File: src/rtl/srwpl_seq_ctrl.sv
// Sequencer for an N-bit shift register with parallel load: accepts one word per
// handshake, loads it, shifts it out over N cycles and presents the serial stream.
module srwpl_seq_ctrl #(
  parameter int N     = 8,
  parameter int CNT_W = 4
) (
  input  logic             clk,
  input  logic             rst,
  input  logic             in_valid,
  output logic             in_ready,
  input  logic [N-1:0]     in_data,
  input  logic             in_dir,
  input  logic             in_fill,
  output logic [1:0]       sr_sel,
  output logic [N-1:0]     sr_data,
  output logic             sr_i_right,
  output logic             sr_i_left,
  input  logic [N-1:0]     sr_q,
  output logic             ser_bit,
  output logic             ser_valid,
  output logic             busy,
  output logic             done,
  output logic [1:0]       state_dbg
);

  // Handshake: a word transfers on any rising edge where in_valid and in_ready are
  // both high; in_ready depends only on registered state, never on in_valid.

  localparam logic [1:0] IDLE  = 2'd0;
  localparam logic [1:0] LOAD  = 2'd1;
  localparam logic [1:0] SHIFT = 2'd2;
  localparam logic [1:0] DONE  = 2'd3;

  localparam logic [1:0] SEL_HOLD  = 2'b00;
  localparam logic [1:0] SEL_RIGHT = 2'b01;
  localparam logic [1:0] SEL_LEFT  = 2'b10;
  localparam logic [1:0] SEL_LOAD  = 2'b11;

  localparam logic [CNT_W-1:0] LAST = CNT_W'(N - 1);

  logic [1:0]       state;
  logic [CNT_W-1:0] cnt;
  logic [N-1:0]     data_q;
  logic             dir_q;
  logic             fill_q;

  always_ff @(posedge clk) begin
    if (rst) begin
      state  <= IDLE;
      cnt    <= '0;
      data_q <= '0;
      dir_q  <= 1'b0;
      fill_q <= 1'b0;
    end else begin
      case (state)
        IDLE: begin
          if (in_valid) begin
            data_q <= in_data;
            dir_q  <= in_dir;
            fill_q <= in_fill;
            state  <= LOAD;
          end
        end
        LOAD: begin
          cnt   <= '0;
          state <= SHIFT;
        end
        SHIFT: begin
          cnt <= cnt + 1'b1;
          if (cnt == LAST) state <= DONE;
        end
        default: state <= IDLE;
      endcase
    end
  end

  // Outputs are forced inactive while rst is high, independent of the state register.
  always_comb begin
    in_ready   = 1'b0;
    sr_sel     = SEL_HOLD;
    sr_data    = '0;
    sr_i_right = 1'b0;
    sr_i_left  = 1'b0;
    ser_valid  = 1'b0;
    busy       = 1'b0;
    done       = 1'b0;
    if (!rst) begin
      case (state)
        IDLE: in_ready = 1'b1;
        LOAD: begin
          sr_sel     = SEL_LOAD;
          sr_data    = data_q;
          sr_i_right = fill_q;
          sr_i_left  = fill_q;
          busy       = 1'b1;
        end
        SHIFT: begin
          sr_sel     = dir_q ? SEL_LEFT : SEL_RIGHT;
          sr_i_right = fill_q;
          sr_i_left  = fill_q;
          ser_valid  = 1'b1;
          busy       = 1'b1;
        end
        default: begin
          done = 1'b1;
          busy = 1'b1;
        end
      endcase
    end
  end

  assign ser_bit   = dir_q ? sr_q[N-1] : sr_q[0];
  assign state_dbg = state;

endmodule

File: config.mk
export PLATFORM = sky130hd
export DESIGN_NAME = srwpl_seq_ctrl
export DESIGN_NICKNAME = d
export VERILOG_FILES = /design/src/rtl/srwpl_seq_ctrl.sv
export SDC_FILE = /design/constraint.sdc
export NUM_CORES = 1
export LEC_CHECK = 0
export CAP_MARGIN = 15
export CELL_PAD_IN_SITES_DETAIL_PLACEMENT = 0
export CELL_PAD_IN_SITES_GLOBAL_PLACEMENT = 2
export CORE_MARGIN = 5
export CORE_UTILIZATION = 21
export CTS_CLUSTER_DIAMETER = 120
export DETAILED_ROUTE_END_ITERATION = 12
export GPL_ROUTABILITY_DRIVEN = 0
export HOLD_SLACK_MARGIN = 0.06
export PLACE_DENSITY_LB_ADDON = 0.15
export SYNTH_ARGS = -nofsm -noshare
export SYNTH_HDL_FRONTEND = slang
export SYNTH_SLANG_ARGS = --single-unit
File: constraint.sdc
create_clock -name clk -period 1.9 [get_ports clk]
set_input_delay 0.38 -clock clk [delete_from_list [all_inputs] [get_ports clk]]
set_output_delay 0.38 -clock clk [all_outputs]
set_load 0.05 [all_outputs]
# ---- After elaboration in Yosys (flattened, before gate mapping)
# Index checks and enable logic that the tools add are counted.
# Widths: inputs -> output; s select.
dict set report word_totals {
  word_cells 37
  rom_bits 0
  reg_bits 16
  n_memories 0
  inputBits 21
  ramBits 0
  latch_bits 0
}
dict set report classes {
  n_reduce_logical 6
  shifts 0
  eq_ne 5
  div 0
  add_sub_neg 1
  mul 0
  bitwise 0
  n_lt_le_gt_ge 0
  mux 20
}
# op n
set op_table {}
lappend op_table {{$mux 8} 2}
lappend op_table {{$mux 1} 11}
lappend op_table {{$mux 2} 4}
lappend op_table {{$pmux 4 s2} 1}
lappend op_table {{$pmux 2 s3} 1}
lappend op_table {{$add 4x1->4 const B} 1}
lappend op_table {{$eq 4x3->1 const B} 1}
lappend op_table {{$ne 2x2->1 const B} 2}
lappend op_table {{$pmux 2 s2} 1}
lappend op_table {{$reduce_and 2->1} 2}
lappend op_table {{$reduce_or 3->1} 1}
lappend op_table {{$eq 2x1->1 const B} 1}
lappend op_table {{$eq 2x2->1 const B} 1}
lappend op_table {{$logic_not 2->1} 1}
lappend op_table {{$reduce_bool 2->1} 1}
lappend op_table {{$reduce_or 2->1} 1}

# ---- Depth between registers and ports, before layout
dict set report logic_depth {
  depth_word 4
  depth_mapped 6
  mapped_depth_nobuf 5
}

# ---- Worst setup path before layout
# Ideal clock, no wire load.
dict set report synth_path {
  kind {flip-flop to output port}
  startpoint {register state[0], in the netlist state_dbg[0]}
  endpoint {output port sr_i_right}
  setup_slack_ps -848
  arrival_time_ps 2368
  n_path_buf 1
  required_ps 1520
  path_stages_with_launch 6
  cell_sequence {dfxtp_1 inv_1 ha_1 nand2b_1 nor2_1 buf_4}
}
dict set report synth_between {
  elab_chain_len 4
  word_cells_on_any_way 5
  classes_between {eq/ne: 2; mux: 2; reduce/logical: 1}
}
# item line
set synth_lines {}
lappend synth_lines {{from (decl)} 41} ;# logic [1:0] state;
lappend synth_lines {{from (signal assigned)} 49} ;# state <= IDLE;
lappend synth_lines {{from (signal assigned)} 61} ;# state <= LOAD;
lappend synth_lines {{from (signal assigned)} 66} ;# state <= SHIFT;
lappend synth_lines {{$eq 2x2->1 / $eq 2x1->1 (equally long branches)} -}
lappend synth_lines {{$reduce_or 2->1 (no line) *} -}
lappend synth_lines {{$mux 1 * (2 in a row)} -}
lappend synth_lines {{to (decl)} 16} ;# output logic sr_i_right,
# Every way passes the cells marked *; elsewhere a longest branch is shown, timed or not.

# ---- Final worst setup path
dict set report layout_path {
  startpoint {input port rst}
  endpoint {output port done}
}
dict set report layout_between {
  elab_chain_len 1
}
# item line
set layout_lines {}
lappend layout_lines {{from (decl)} 8} ;# input logic rst,
lappend layout_lines {{$mux 1} 87} ;# if (!rst) begin
lappend layout_lines {{to (decl)} 22} ;# output logic done,
# Every way passes these cells.

==> impl_metrics.env <==
export IMPL_vias_per_cell=4.112
export IMPL_drive_gt1_share_pct=35.62
export IMPL_cp_start_kind="primary input"
export IMPL_cts_made_buffers=3
export IMPL_critPathMaxStageDelay_ps=480
export IMPL_cts_htree_levels=1
export IMPL_dp_slack_ps=39.05
export IMPL_vias=806
export IMPL_seqPwrFrac_pct=24.6
export IMPL_p_comb_share_pct=61.3
export IMPL_max_slew_worst_pin_slew_ps=387.3
export IMPL_timing_final_ws_setup_ps=18.89
export IMPL_synthAdderAreaFrac_pct=8.876
export IMPL_synthSimpleGateAreaFrac_pct=32.10
export IMPL_p_sw_share_pct=43.36
export IMPL_cellLeakagePower_nw=0.5886
export IMPL_setup_tns_final_ps=0
export IMPL_clock_sinks=16
export IMPL_nNetsFinal=174
export IMPL_multi_input_area_sq_um=549.3
export IMPL_fin_util_pct=38.97
export IMPL_status="complete, no violations"
export IMPL_clock_path_buffers=2
export IMPL_fmax_ghz=0.5316
export IMPL_worst_hold_path_type="flop to flop"
export IMPL_power_total_mw=1.856
export IMPL_layout_common_cells="nand2_1, buf_12, a21oi_1"
export IMPL_hpwl_mm=1.727
export IMPL_synth_xor_area_share_pct=0
export IMPL_p_int_mw=1.051
export IMPL_cp_end_kind="output port"
export IMPL_drtIter0Drc=18
export IMPL_tritoncts="done"
export IMPL_cp_cell_sequence="clkdlybuf4s50_1 > buf_4 > nor2b_1 > buf_12"
export IMPL_die_w_microns=73.47
export IMPL_clock_latency_ps=250
export IMPL_skew_ps=6.032
export IMPL_die_h_microns=73.47
export IMPL_n_fill_cell=397
export IMPL_r2r_slack_ps=430
export IMPL_path_class="primary input to output port"
export IMPL_dr_pass1_iters=2
export IMPL_setup_viol_count_final=0
export IMPL_final_common_cell="nand2_1"
export IMPL_syn_area_per_cell_sq_um=7.832
export IMPL_synth_top_family_by_area="simple AND/OR/NAND/NOR gates"
export IMPL_grt_pass1_vias=777
export IMPL_grt_pass1_wl_mm=3.726
export IMPL_cp_arrival_ps=1500
export IMPL_synth_compound_area_share_pct=12.43
export IMPL_timing_rr_start="state_dbg[0]$_SDFFE_PP0P_"
export IMPL_ys_seq_elements=16
export IMPL_ys_warn_count=0
export IMPL_clkTransAtPathRegs_ps=70
export IMPL_antenna_found_initial=0
export IMPL_drv_cap=0
export IMPL_grt_max_degree=15
export IMPL_crit_fanout=14
export IMPL_critPathSlowestCell="clkdlybuf4s50_1"
export IMPL_diodes=0
export IMPL_fin_crit_ps=1881
export IMPL_area_growth_pct=81.66
export IMPL_power_density_nw_per_um2=1208
export IMPL_r2r_cells=6
export IMPL_finalMaxSlewViolations=0
export IMPL_pwr_share_clk_pct=14.1
export IMPL_holdPathEnd="data_q[7]$_SDFFE_PP0P_"
export IMPL_p_switching_mw=0.8045
export IMPL_cts_root_buf="clkbuf_8"
export IMPL_worstPathRequired_ps=1520
export IMPL_final_hold_violation_count=0
export IMPL_timing_final_crit_share_pct=99.01
export IMPL_drc=0
export IMPL_start_util_pct=21.45
export IMPL_layout_area_seq_sq_um=327.8
export IMPL_worst_ir_drop_vdd_mv=0.8672
export IMPL_synthMuxAreaShare_pct=3.846
export IMPL_hold_start="data_q[7]$_SDFFE_PP0P_"
export IMPL_whs_path_depth=2
export IMPL_r2r_end="cnt[3]$_SDFFE_PP0P_"
export IMPL_rsz0062_at_grt="true"
export IMPL_ant_nets=0
export IMPL_wl_per_cell_microns=11.68
export IMPL_synth_fp_nets=135
export IMPL_io_pins=40
export IMPL_core_area_sq_um=3943
export IMPL_placementRows=23
export IMPL_slew_limit_headroom_pct=74.18
export IMPL_port_buffers=33
export IMPL_synthCells=108
export IMPL_syn_area_sq_um=845.8
export IMPL_hold_ws_ps=453.9
export IMPL_synth_sequential_area_ratio_pct=37.87
export IMPL_synth_cell_types=23
export IMPL_totalWireLength_mm=2.290
export IMPL_die_area_sq_um=5397
export IMPL_grt_overflow=0
export IMPL_grt_use_total_pct=8.828
## sequential cells by signal (all words and copies together) (netlist names)
register,cells
fill_q,1
state_dbg,2
cnt,4
dir_q,1
data_q,8
## cell usage after synthesis
master    instances  area share [%]
a21oi_1          15             8.9
a21oi_2           2             2.1
and2_1            9             6.7
and2b_1           1            0.89
buf_2             3             1.8
buf_4             1            0.89
dfxtp_1          16              38
ha_1              6             8.9
inv_1             5             2.2
mux2_2            2             2.7
mux2i_1           1             1.2
nand2_1          24              11
nand2b_1          2             1.5
nand3_1           2             1.2
nand3b_1          2             1.8
nand4_1           1            0.74
nand4b_1          1             1.0
nor2_1            6             2.7
nor2b_1           5             3.7
nor3_1            1            0.59
o211ai_1          1            0.89
o21ai_0           1            0.59
or3_1             1            0.74
## critical path, delay by kind of cell
family,cells,cell delay [ps]
buf+inv,3,880
simple gates,1,230
## layout make-up
cell class                      instances  share of cell area, %
Multi-Input combinational cell         83                  35.75
Timing Repair Buffer                   38                  34.69
Sequential cell                        16                  21.34
Tap cell                               50                  4.072
Clock buffer                            3                  2.687
Inverter                                5                  1.222
Clock inverter                          1                 0.2443
## power groups by stage
stage | Sequential (mW) | Combinational (mW) | Clock [mW]
final | 0.456 | 1.14 | 0.263
after detailed placement | 0.472 | 1.08 | 0
after global placement | 0.469 | 1.08 | 0
after floorplan | 0.528 | 0.627 | 0
after CTS | 0.452 | 1.12 | 0.279
after global routing | 0.465 | 1.24 | 0.292
## through the flow
step                      cells  instance area [sq um]
final                       196                   1536
after CTS                   195                   1501
after global placement      190                   1444
after detailed placement    190                   1444
after floorplan             108                  889.6
after global routing        196                   1536
## logic make-up after synthesis
| kind of cell | count (synthesis) |
|---|---|
| buffers and inverters | 9 |
| and+or+nand+nor | 55 |
| AOI/OAI and AO/OA | 19 |
| muxes | 3 |
| DFF | 16 |
| adders and majority gates | 6 |
## what timing repair did
item | 4_1_cts | 5_1_grt
endpoints found under the setup margin | 9 | 13
hold buffers | 0 | 0
setup buffers | 1 | 1
resized for setup | 2 | 12
## metal layers
layer  share of wire, %  up-vias  routed length [microns]  GRT usage, %
met5                  0        -                        0             0
met4               0.35        0                        8         3.018
met3                7.0        2                      160         2.462
met2                 46       19                     1056         13.78
met1                 47      356                     1066         11.61
li1                   -      429                        -             -
## how the worst max path moves through the flow
stage / endpoint / start / cells past startpoint / slack, ps
after floorplan: ser_valid / state_dbg[0]$_SDFFE_PP0P_ / 3 / 6
after global placement: sr_data[1] / rst / 5 / 30
after detailed placement: sr_data[1] / rst / 5 / 40
after CTS: sr_data[6] / state_dbg[1]$_SDFFE_PP0P_ / 6 / -2
after global routing: done / rst / 4 / -10
final: done / rst / 4 / 20
Note: power is estimated with default switching activity, not from simulation.
==> edit 1 (same flow settings) <==
Change the parameter `N` from 8 to 4.
--- a/src/rtl/srwpl_seq_ctrl.sv
+++ b/src/rtl/srwpl_seq_ctrl.sv
@@ -2,5 +2,5 @@
 // handshake, loads it, shifts it out over N cycles and presents the serial stream.
 module srwpl_seq_ctrl #(
-  parameter int N     = 8,
+  parameter int N     = 4,
   parameter int CNT_W = 4
 ) (
Ports: changed (resized in_data, sr_data and sr_q); port bits go from 40 to 28. No check against the original RTL was run, so the function may have changed too.
==> edit 1 against the original RTL <==
Power is 9.1% lower; sequential cell count is 4 lower; sequential share of layout area decreased by 1.9 points; non-clock buffer count fell by 7; area after synthesis fell by 17%; via count decreased by 14%; worst setup slack got worse by 2.5 ps; final area shrank 17%; routed wire length shrank 17%; first-iteration DRC count rose by 56%; highest routed layer unchanged.
==> edit 1: results (changes against the original RTL) <==
FINALCLOCKSKEW_PS=12.4  # +6.35 ps
DIE_WIDTH_UM=67.8  # -7.8%
YOSYS.CELL_TYPES.COUNT=25  # +8.7%
CLKCELLAREAFRAC=0.0284  # -0.000885
PLACED_CELLS=158  # -17%
POST_CTS.REPAIR.SETUP_BUFFERS=0  # -1
SEQPWRFRAC=0.214  # -0.032
SYNTH.YOSYS.SEQ_AREA_SHARE=0.343  # -0.0358
NETLIST_TOP_CELLS_COUNT='sky130_fd_sc_hd__a21oi_1, sky130_fd_sc_hd__dfxtp_1, sky130_fd_sc_hd__nand2_1'
PLACEMENT.IO_BUFFERS=25  # -24%
SYNTH.AREA.MUX_SHARE=0.0518  # +0.0133
DR_WL_MET2_UM=971  # -8.0%
GRT_FIRST_PASS_WIRELENGTH_MM=3.17  # -15%
LAYOUT-DRIVE-GT1-SHARE=0.398  # +0.0421
YOSYS-TOP-CELLS-AREA='sky130_fd_sc_hd__dfxtp_1, sky130_fd_sc_hd__ha_1, sky130_fd_sc_hd__a21oi_1, sky130_fd_sc_hd__nand3_1, sky130_fd_sc_hd__nand2_1'
FINAL.SIGNAL_INVERTER_COUNT=7  # +2
YOSYS.AREA_SHARE.ADDER=0.107  # +0.0184
MAX_SLEW_MARGIN=0.832  # +0.0897
GLOBALROUTEMET1UTIL=0.108  # -0.00790
POST-LAYOUT-TOTAL-POWER_mW=1.69  # -9.1%
VIASPERCELL=4.22  # +2.6%
DP_SLACK_PS=-6.18  # -45.2 ps
OUTCOME='finished clean'
CRITPATHCAPTURE='sr_i_left'
WL_MET3_UM=105  # -34%
POSTCTSRESIZEDCELLS=5  # +3
MET2_USAGE=0.156  # +0.0177
DRT_PASS1_ITERATIONS=4  # +2
SYNTH-SEQ-CELLS=12  # -4
NUM_VIAS=692  # -14%
NON_CLOCK_BUFFER_COUNT=31  # -18%
CLOCK_TREE.ROOT_CELL='sky130_fd_sc_hd__clkbuf_4'
GRT_MAX_DEGREE=11  # -4
CRIT_PATH_START_KIND='flop'
FINALNETCOUNT=138  # -21%
CLK_LATENCY_PS=280  # +30 ps
DRT-INITIAL-DRC-COUNT=28  # +10
SYNTH_AREA_IN_COMPOUND_GATES=0.132  # +0.00788
GRT_USAGE=0.0926  # +0.00429
INTPOWER_mW=0.921  # -12%
POSTLAYOUTCELLAREA_UM2=1280  # -17%
FILLER_CELL_COUNT=332  # -16%
CP_TOP_FAMILY='flip-flops'
CLK_PIN_SLEW_WORST_PATHS_PS=90  # +20 ps
POWER_LEAKAGE_nW=0.489  # -17%
WL_MET1_UM=798  # -25%
USE_MET3=0.0383  # +0.0136
ROUTED_WL_MM=1.90  # -17%
SYNTH_NETS=107  # -21%
WORST_PATH_MAX_DELAY_CELL='sky130_fd_sc_hd__dfxtp_4'
CRITPATHMAXFANOUT=4  # -10
NUM-CLOCK-BUFFERS=4  # +1
## edit 1: worst reg2reg max path, stage by stage, from the launching register on
cell	delay (ps)
sky130_fd_sc_hd__dfxtp_4	370
sky130_fd_sc_hd__inv_1	120
sky130_fd_sc_hd__ha_4	330
sky130_fd_sc_hd__buf_4	100
sky130_fd_sc_hd__nand2_1	30
sky130_fd_sc_hd__or3_1	300
sky130_fd_sc_hd__a21oi_1	140
## edit 1: worst min-delay path by stage
stage	start	end	cells past startpoint
after floorplan	data_q[0]$_SDFFE_PP0P_	data_q[0]$_SDFFE_PP0P_	2
after global placement	data_q[3]$_SDFFE_PP0P_	data_q[3]$_SDFFE_PP0P_	2
after detailed placement	data_q[1]$_SDFFE_PP0P_	data_q[1]$_SDFFE_PP0P_	2
after CTS	data_q[1]$_SDFFE_PP0P_	data_q[1]$_SDFFE_PP0P_	2
after global routing	data_q[0]$_SDFFE_PP0P_	data_q[0]$_SDFFE_PP0P_	2
final	data_q[1]$_SDFFE_PP0P_	data_q[1]$_SDFFE_PP0P_	2
==> edit 2 (same settings) <==
Without the edit above. Make the reset (`rst`) asynchronous in one clocked block.
--- a/src/rtl/srwpl_seq_ctrl.sv
+++ b/src/rtl/srwpl_seq_ctrl.sv
@@ -45,5 +45,5 @@
   logic             fill_q;
 
-  always_ff @(posedge clk) begin
+  always_ff @(posedge clk or posedge rst) begin
     if (rst) begin
       state  <= IDLE;
Behaviour: differs if rst is asserted again (counterexample within 4 cycles, from zero or initial values and one cycle with rst high); with rst held inactive, the same outputs for 10 cycles.
==> edit 2 against the original RTL <==
Routed wire length decreased by 4.8%; worst hold slack got worse by 40 ps; power increased by 41%; via count decreased by 15%; area after synthesis increased by 2.7%; clock power increased by 17%; first-iteration DRC count decreased by 67%; sequential share of layout area increased by 3.8 points; final area increased by 4.2%; count of clock-buffer cells in the layout increased by 1; sequential cell count unchanged; clock skew decreased by 2.8 ps; worst setup slack improved by 47 ps; largest cell class is now non-clock buffers; largest power group unchanged.
==> edit 2: results (changes against the original RTL) <==
OUTCOME='finished clean'
WORST_SLEW_PIN_SLEW_PS=263  # -124 ps
FINALNETCOUNT=147  # -16%
SYNTH-ASYNC-RESET-RATIO=1.00  # +1.00
SYNTH_NETS=104  # -23%
SYNTH.YOSYS.SEQ_AREA_SHARE=0.461  # +0.0824
HOLD_PATH.CLASS='input pin to asynchronous set/reset pin'
GRT_MAX_DEGREE=11  # -4
FILLER_CELL_COUNT=385  # -3.0%
VIASPERCELL=4.05  # -1.6%
STARTPOINT='state_dbg[1]$_DFFE_PP0P_'
SYNTH_AREA_IN_COMPOUND_GATES=0.0634  # -0.0609
FIRST_GLOBAL_VIAS=774  # -0.39%
POSTSYNTH.TOPFLOPCELL='sky130_fd_sc_hd__dfrtp_1'
NETLIST_TOP_CELLS_COUNT='sky130_fd_sc_hd__dfrtp_1, sky130_fd_sc_hd__mux2_2, sky130_fd_sc_hd__and2_1'
USE_MET3=0.0297  # +0.00511
MAX-VDD-IR-DROP_mV=0.536  # -38%
CRITPATHMAXFANOUT=8  # -6
WL_MET3_UM=115  # -28%
REG2REG_FROM='state_dbg[0]$_DFFE_PP0P_'
WORST_PATH_MAX_DELAY_CELL='sky130_fd_sc_hd__dfrtp_2'
MET2_USAGE=0.144  # +0.00591
DR_WL_MET2_MM=1.10  # +4.2%
YOSYS.CELL_TYPES.COUNT=21  # -8.7%
WORSTPATHARRIVAL_PS=1450  # -50 ps
POWER_LEAKAGE_nW=0.681  # +16%
SYNTH.AREA.MUX_SHARE=0.189  # +0.150
## edit 2: changes by cell type in the layout (fill, tap and decap cells not counted), sizes merged, moves of 3 or more
cell	delta
a21oi	-13
mux2	+9
nand2	-20
nor2	-3
dfrtp	+16
dfxtp	-16
mux2i	+3
## edit 2: repair_timing
action | 4_1_cts | 5_1_grt
setup endpoints to repair | 12 | 13
pin swaps | 0 | 10
gates resized for setup | 8 | 13
buffers inserted | 0 | 1
## edit 2: path summary, 6_finish.rpt
kind / cells after the start / to / slack [ps]
worst max-delay path: 5 / sr_data[5] / 70
worst min-delay path: 2 / dir_q$_DFFE_PP0P_ / 410
worst max register to register: 4 / data_q[7]$_DFFE_PP0P_ / 510
worst min register to register: 1 / data_q[5]$_DFFE_PP0P_ / 510
max in group asynchronous: 3 / state_dbg[0]$_DFFE_PP0P_ / 1140
min in group clk: 1 / data_q[5]$_DFFE_PP0P_ / 510
## edit 2: power groups by stage
stage | sequential (mW) | clock, mW | combinational (mW)
floorplan | 0.650 | 0 | 0.889
global placement | 0.587 | 0 | 1.61
detailed placement | 0.593 | 0 | 1.61
CTS | 0.589 | 0.324 | 1.69
global route | 0.622 | 0.342 | 1.82
finish | 0.602 | 0.309 | 1.70
## edit 2: per-stage QoR
step	instances	hold slack, ps	power, mW	area, µm²
6_report	169	414	2.61	1600
5_1_grt	169	438	2.78	1600
4_1_cts	168	428	2.60	1570
3_5_place_dp	164	489	2.20	1490
3_3_place_gp	164	479	2.20	1490
2_1_floorplan	77	311	1.54	898
## edit 2: area by class of cell
class | instances | area (µm²) | area share
Inverter | 7 | 28.8 | 0.0180
Tap cell | 50 | 62.6 | 0.0391
Multi-Input combinational cell | 53 | 512 | 0.320
Sequential cell | 16 | 403 | 0.252
Timing Repair Buffer | 39 | 541 | 0.337
Clock buffer | 4 | 55.1 | 0.0344
